**src/rtl/seven_segment_scan.sv**
```systemverilog
// rtl/seven_segment_scan.sv - binary to multiplexed 7-segment decimal display driver
//
// Converts an unsigned binary value to BCD with a sequential shift-add-3 engine
// (one bit per clock). The value saturates at 10^DIGITS-1, and leading zeros are blanked.
// The digits are scanned one at a time, and each digit stays enabled for REFRESH_DIV clocks.
//
// Ports:
//   clk       rising-edge clock
//   reset     asynchronous active-high reset
//   load      conversion request, accepted only while busy is low
//   number    unsigned value, sampled on the accepted load edge
//   busy      conversion in progress
//   overflow  last accepted number exceeded the displayable maximum
//   seg       segments {a,b,c,d,e,f,g}, active high
//   digit_en  one-hot digit enable, bit0 = ones digit
module seven_segment_scan #(
    parameter int WIDTH       = 8,
    parameter int DIGITS      = 3,
    parameter int REFRESH_DIV = 1024
) (
    input  logic              clk,
    input  logic              reset,
    input  logic              load,
    input  logic [WIDTH-1:0]  number,
    output logic              busy,
    output logic              overflow,
    output logic [6:0]        seg,
    output logic [DIGITS-1:0] digit_en
);

    localparam int BW    = 4 * DIGITS;
    localparam int CNT_W = $clog2(WIDTH + 1);
    localparam int RW    = (REFRESH_DIV > 1) ? $clog2(REFRESH_DIV) : 1;
    localparam int IW    = (DIGITS > 1) ? $clog2(DIGITS) : 1;
    localparam int CW    = (WIDTH > 64) ? WIDTH : 64;
    localparam logic [63:0] MAXV = 64'(10 ** DIGITS) - 64'd1;

    typedef enum logic {S_IDLE, S_CONV} state_t;

    state_t             state_q, state_d;
    logic [WIDTH-1:0]   bin_q, bin_d;
    logic [BW-1:0]      acc_q, acc_d;
    logic [CNT_W-1:0]   cnt_q, cnt_d;
    logic               ovf_pend_q, ovf_pend_d;
    logic [BW-1:0]      disp_q, disp_d;
    logic               ovf_q, ovf_d;

    logic [RW-1:0]      ref_q, ref_d;
    logic [IW-1:0]      idx_q, idx_d;
    logic [6:0]         seg_q, seg_d;
    logic [DIGITS-1:0]  en_q, en_d;

    logic                  over;
    logic [BW-1:0]         adj;
    logic [BW+WIDTH-1:0]   shifted;
    logic                  ref_wrap;
    logic                  upper_nz;
    logic [3:0]            nibble;

    function automatic logic [6:0] decode(input logic [3:0] d);
        case (d)
            4'd0:    decode = 7'b1111110;
            4'd1:    decode = 7'b0110000;
            4'd2:    decode = 7'b1101101;
            4'd3:    decode = 7'b1111001;
            4'd4:    decode = 7'b0110011;
            4'd5:    decode = 7'b1011011;
            4'd6:    decode = 7'b1011111;
            4'd7:    decode = 7'b1110000;
            4'd8:    decode = 7'b1111111;
            4'd9:    decode = 7'b1110011;
            default: decode = 7'b0000000;
        endcase
    endfunction

    // Conversion FSM
    always_comb begin
        state_d    = state_q;
        bin_d      = bin_q;
        acc_d      = acc_q;
        cnt_d      = cnt_q;
        ovf_pend_d = ovf_pend_q;
        disp_d     = disp_q;
        ovf_d      = ovf_q;

        // Constant false when every WIDTH-bit value fits on the display.
        over = CW'(number) > CW'(MAXV);

        adj = acc_q;
        for (int i = 0; i < DIGITS; i++) begin
            if (acc_q[4*i +: 4] >= 4'd5) begin
                adj[4*i +: 4] = acc_q[4*i +: 4] + 4'd3;
            end
        end
        shifted = {adj, bin_q} << 1;

        case (state_q)
            S_IDLE: begin
                if (load) begin
                    state_d    = S_CONV;
                    bin_d      = over ? WIDTH'(MAXV) : number;
                    acc_d      = '0;
                    cnt_d      = '0;
                    ovf_pend_d = over;
                end
            end
            S_CONV: begin
                acc_d = shifted[BW+WIDTH-1:WIDTH];
                bin_d = shifted[WIDTH-1:0];
                cnt_d = cnt_q + CNT_W'(1);
                // The last shift goes straight to the display together with
                // the overflow flag, so no partial result is ever visible.
                if (cnt_q == CNT_W'(WIDTH - 1)) begin
                    state_d = S_IDLE;
                    disp_d  = shifted[BW+WIDTH-1:WIDTH];
                    ovf_d   = ovf_pend_q;
                end
            end
            default: state_d = S_IDLE;
        endcase
    end

    // Scan and segment decode
    always_comb begin
        ref_wrap = (ref_q == RW'(REFRESH_DIV - 1));
        ref_d    = ref_wrap ? '0 : ref_q + RW'(1);
        idx_d    = idx_q;
        if (ref_wrap) begin
            idx_d = (idx_q == IW'(DIGITS - 1)) ? '0 : idx_q + IW'(1);
        end

        upper_nz = 1'b0;
        for (int j = 0; j < DIGITS; j++) begin
            if (j >= int'(idx_q) && disp_q[4*j +: 4] != 4'd0) begin
                upper_nz = 1'b1;
            end
        end
        nibble = disp_q[4*int'(idx_q) +: 4];

        // Enable and pattern come from the same index, so they change together.
        en_d  = DIGITS'(1) << idx_q;
        seg_d = (idx_q != '0 && !upper_nz) ? 7'b0000000 : decode(nibble);
    end

    always_ff @(posedge clk or posedge reset) begin
        if (reset) begin
            state_q    <= S_IDLE;
            bin_q      <= '0;
            acc_q      <= '0;
            cnt_q      <= '0;
            ovf_pend_q <= 1'b0;
            disp_q     <= '0;
            ovf_q      <= 1'b0;
            ref_q      <= '0;
            idx_q      <= '0;
            seg_q      <= '0;
            en_q       <= '0;
        end else begin
            state_q    <= state_d;
            bin_q      <= bin_d;
            acc_q      <= acc_d;
            cnt_q      <= cnt_d;
            ovf_pend_q <= ovf_pend_d;
            disp_q     <= disp_d;
            ovf_q      <= ovf_d;
            ref_q      <= ref_d;
            idx_q      <= idx_d;
            seg_q      <= seg_d;
            en_q       <= en_d;
        end
    end

    assign busy     = (state_q == S_CONV);
    assign overflow = ovf_q;
    assign seg      = seg_q;
    assign digit_en = en_q;

endmodule

```
**config.mk**
```make
export PLATFORM = sky130hd
export DESIGN_NAME = seven_segment_scan
export DESIGN_NICKNAME = d
export VERILOG_FILES = /design/src/rtl/seven_segment_scan.sv
export SDC_FILE = /design/constraint.sdc
export NUM_CORES = 1
export LEC_CHECK = 0
export CAP_MARGIN = 15
export CORE_ASPECT_RATIO = 1.5
export CORE_MARGIN = 10
export CORE_UTILIZATION = 36
export CTS_CLUSTER_DIAMETER = 40
export DETAILED_ROUTE_END_ITERATION = 12
export SYNTH_ARGS = -nofsm -noshare
export SYNTH_HDL_FRONTEND = slang
export SYNTH_SLANG_ARGS = --single-unit
```
**constraint.sdc**
```tcl
create_clock -name clk -period 2.95 [get_ports clk]
set_clock_uncertainty 0.2 [all_clocks]
set_input_delay 0.295 -clock clk [delete_from_list [all_inputs] [get_ports clk]]
set_output_delay 0.295 -clock clk [all_outputs]
set_load 0.05 [all_outputs]
```
==> metrics.md <==
| Metric | Value |
|---|---|
| Drt wl/cell | `roughly 13 um` |
| TritonCTS buffer count | `9` |
| Slowest cell on the critical path | `dfrtp_1` |
| Synth Instances | `273` |
| Vias in the first global route | `approximately 2000` |
| Leak | `roughly 1.7 nW` |
| Buffer and inverter count on the worst path | `1` |
| Placeable Area | `just over 8000 um^2` |
| Slew headroom | `between 60% and 70%` |
| Layout cells sized above 1 | `about an eighth` |
| Crit start category | `flip-flop` |
| Setup Fix Bufs, Post-CTS | `0` |
| Post-synthesis async set-or-reset flop share | `between 90% and 100%` |
| Placed Area | `between 3000 and 4000 um^2` |
| Drt via density | `between 4 and 5` |
| Total GRT Usage | `about 9.0%` |
| Tightest hold margin | `roughly 140 ps` |
| Die X | `~95 um` |
| Filler cells | `~800` |
| PortBufs | `21` |
| CTS tree | `yes` |
| DRC Markers | `0` |
| Synth cell types | `45` |
| Register area share after synthesis | `a little under 50%` |
| Post-DP HPWL | `around 3900 um` |
| Io pins | `23` |
| Post-synthesis register bit count | `between 50 and 60` |
| Power per cell area | `1040 nW/um^2` |
| Worst setup EP type | `flip-flop` |
| Area grow syn2layout | `20.2%` |
| Cell Count Post-Placement | `a little under 400` |
| Design area | `about 3600 um^2` |
| Largest net degree at the start of global routing | `26` |
| First-pass GRT wire length | `~9000 um` |
| Status | `complete, no violations` |
| CTS root buffer | `clkbuf_16` |
| Initial core utilization | `between 30% and 40%` |
| CP max FO | `10` |
| Count leader, synth | `dfrtp_1` |
| Ys flop type | `dfrtp_1` |
| Avg Synthesized Cell Area | `11.1 um^2` |
| Post-route minimum period | `roughly 2500 ps` |
| Multi-input gate area | `1430 um^2` |
| Min-delay worst type | `in -> async` |
| Initial DRT Pass Iterations | `4` |
| CTS-repair resized insts | `0` |
| Nets@finish | `roughly 320` |
| Area leader, netlist | `dfrtp_1` |
| Critical path arrival | `between 2000 and 3000 ps` |
| Num rows | `41` |
| Kind of critical path | `reg -> reg` |
| # hold bufs at CTS | `0` |
| Die Area | `12600 um^2` |
| Total wire length | `5320 um` |
| Die height | `approximately 130 um` |
| Synth area leaders | `dfrtp_1, mux2i_1, ha_1` |
| Via count | `roughly 2000` |
| Gr ovfl total | `0` |
| Non-filler cells, final | `just over 400` |
| Number of flops mapped to enable cells by yosys | `0` |
| CTS HTree Levels | `3` |
| DR iter-0 viols | `63` |
| Worst-Margin Slew | `about 550 ps` |
| Layout Utilization | `43.9%` |
| TritonCTS Sinks | `just under 60` |
| Final Hold Viols | `0` |
| RePlAce Congestion | `0.822` |
| Initial antenna violation count | `0` |
| Clock tree buffer depth | `2` |
| Antenna violation net count after detailed routing | `0` |
| Sequential cell area | `1480 um^2` |
| Top cell type's share of synthesized area | `about 49%` |
| Req. time, crit path | `2980 ps` |
| Worst VDD drop | `around 0.00054 V` |
| Cell Chain, Critical Path | `mux2_2 -> a22oi_1 -> inv_1 -> ha_1 -> mux2_4 -> a211oi_1` |
| Final setup vio count | `0` |
| Pins Over Slew Limit | `0` |
| Max-capacitance violation count | `0` |
| Crit path largest cell delay | `610 ps` |
| Final TNS setup | `0 ps` |
| Final period util | `between 80 and 90%` |
| RSZ-0062 raised after global routing | `false` |
| F_max | `approximately 400 MHz` |
| Post-synth top cells | `dfrtp_1, nand2_1, mux2i_1, o21ai_0, ha_1` |
| Worst-path clk slew | `approximately 50 ps` |
| Post-Synthesis Cell Area | `a little over 3000 um^2` |
| Crit path max-delay family | `multiplexers` |
| Mapped Nets | `slightly below 300` |
| Synth warnings | `0` |
| Worst skew pair latency | `approximately 330 ps` |
| # diodes | `0` |
[worst paths after layout]
check                          from  endpoint  slack, ps  cells after the start
setup / recovery           idx_q[0]    seg[6]        440                      6
hold / removal                reset  ref_q[5]        140                      2
setup reg to reg           idx_q[0]    seg[6]        440                      6
hold reg to reg            ref_q[9]  ref_q[9]        270                      1
max in group asynchronous     reset    seg[4]       1850                      3
min in group clk           ref_q[9]  ref_q[9]        270                      1
[final cells by class]
class | count | share of cell area, %
tap | 107 | 3.67
inverter | 12 | 1.24
clock inverter | 1 | 0.137
clock buffer | 15 | 7.89
sequential | 59 | 40.5
multi-input combinational | 189 | 39.2
timing repair buffer | 27 | 7.34
[per-layer routing]
layer	track usage, %	wire (um)	vias to the layer above
met4	6.18	209	0
met2	14.7	2630	35
met5	0	0	-
met1	9.42	2250	956
met3	2.83	228	16
li1	-	-	999
[state kept, by name (all words and copies together) (netlist names)]
signal,count
acc_q,12
bin_q,8
busy,1
cnt_q,4
digit_en,3
disp_q,12
idx_q,2
ref_q,10
seg,7
[power by group]
| group | internal, mW | leakage [nW] | total (mW) | switching (mW) |
|---|---|---|---|---|
| Clock | 0.658 | 0.146 | 1.00 | 0.344 |
| Sequential | 1.09 | 0.736 | 1.30 | 0.210 |
| Combinational | 0.675 | 0.802 | 1.49 | 0.818 |
| Total | 2.42 | 1.68 | 3.79 | 1.37 |
[cells in the final DEF (no fill, tap or decap), types with 2 or more instances in the layout]
cell type | netlist | layout
clkdlybuf4s50_1 | 0 | 21
a22oi_4 | 2 | 2
nand3_1 | 6 | 6
xor2_1 | 3 | 3
clkbuf_1 | 7 | 2
nand4_1 | 2 | 2
nand2_1 | 25 | 25
buf_4 | 1 | 5
xnor2_1 | 9 | 9
mux2i_1 | 21 | 21
a21oi_1 | 10 | 10
ha_1 | 13 | 13
dfrtp_1 | 59 | 59
inv_1 | 12 | 11
nor3_1 | 2 | 2
nor2b_1 | 2 | 2
mux2_4 | 3 | 3
a21o_1 | 3 | 3
and2b_2 | 2 | 2
clkbuf_16 | 0 | 9
a211oi_1 | 3 | 3
mux2_2 | 7 | 7
nor2_1 | 12 | 12
a311oi_1 | 2 | 2
nor3b_1 | 10 | 10
a22o_1 | 3 | 3
nand2b_1 | 12 | 12
o21ai_0 | 21 | 21
clkbuf_8 | 0 | 4
[stage by stage]
step / setup WS (ps) / power [mW]
2_1_floorplan: 785 / 2.45
3_3_place_gp: 507 / 2.78
3_5_place_dp: 433 / 2.82
4_1_cts: 421 / 3.84
5_1_grt: 237 / 4.08
6_report: 445 / 3.79
[worst register-to-register path, cell delays in order (launching register included)]
cell and delay [ps]:
dfrtp_1 610, mux2_2 390, a22oi_1 380, inv_1 130
ha_1 230, mux2_4 260, a211oi_1 210
[cell families after synthesis]
group,after synthesis,share of synthesized area (%)
and+or+nand+nor,79,13.9
buffers and inverters,25,4.17
other,1,0.124
muxes,32,11.8
AOI/OAI and AO/OA,52,12.5
xor gates and xnor gates,12,3.47
DFF,59,48.7
adders and majority gates,13,5.36
(Power assumes the default switching activity.)
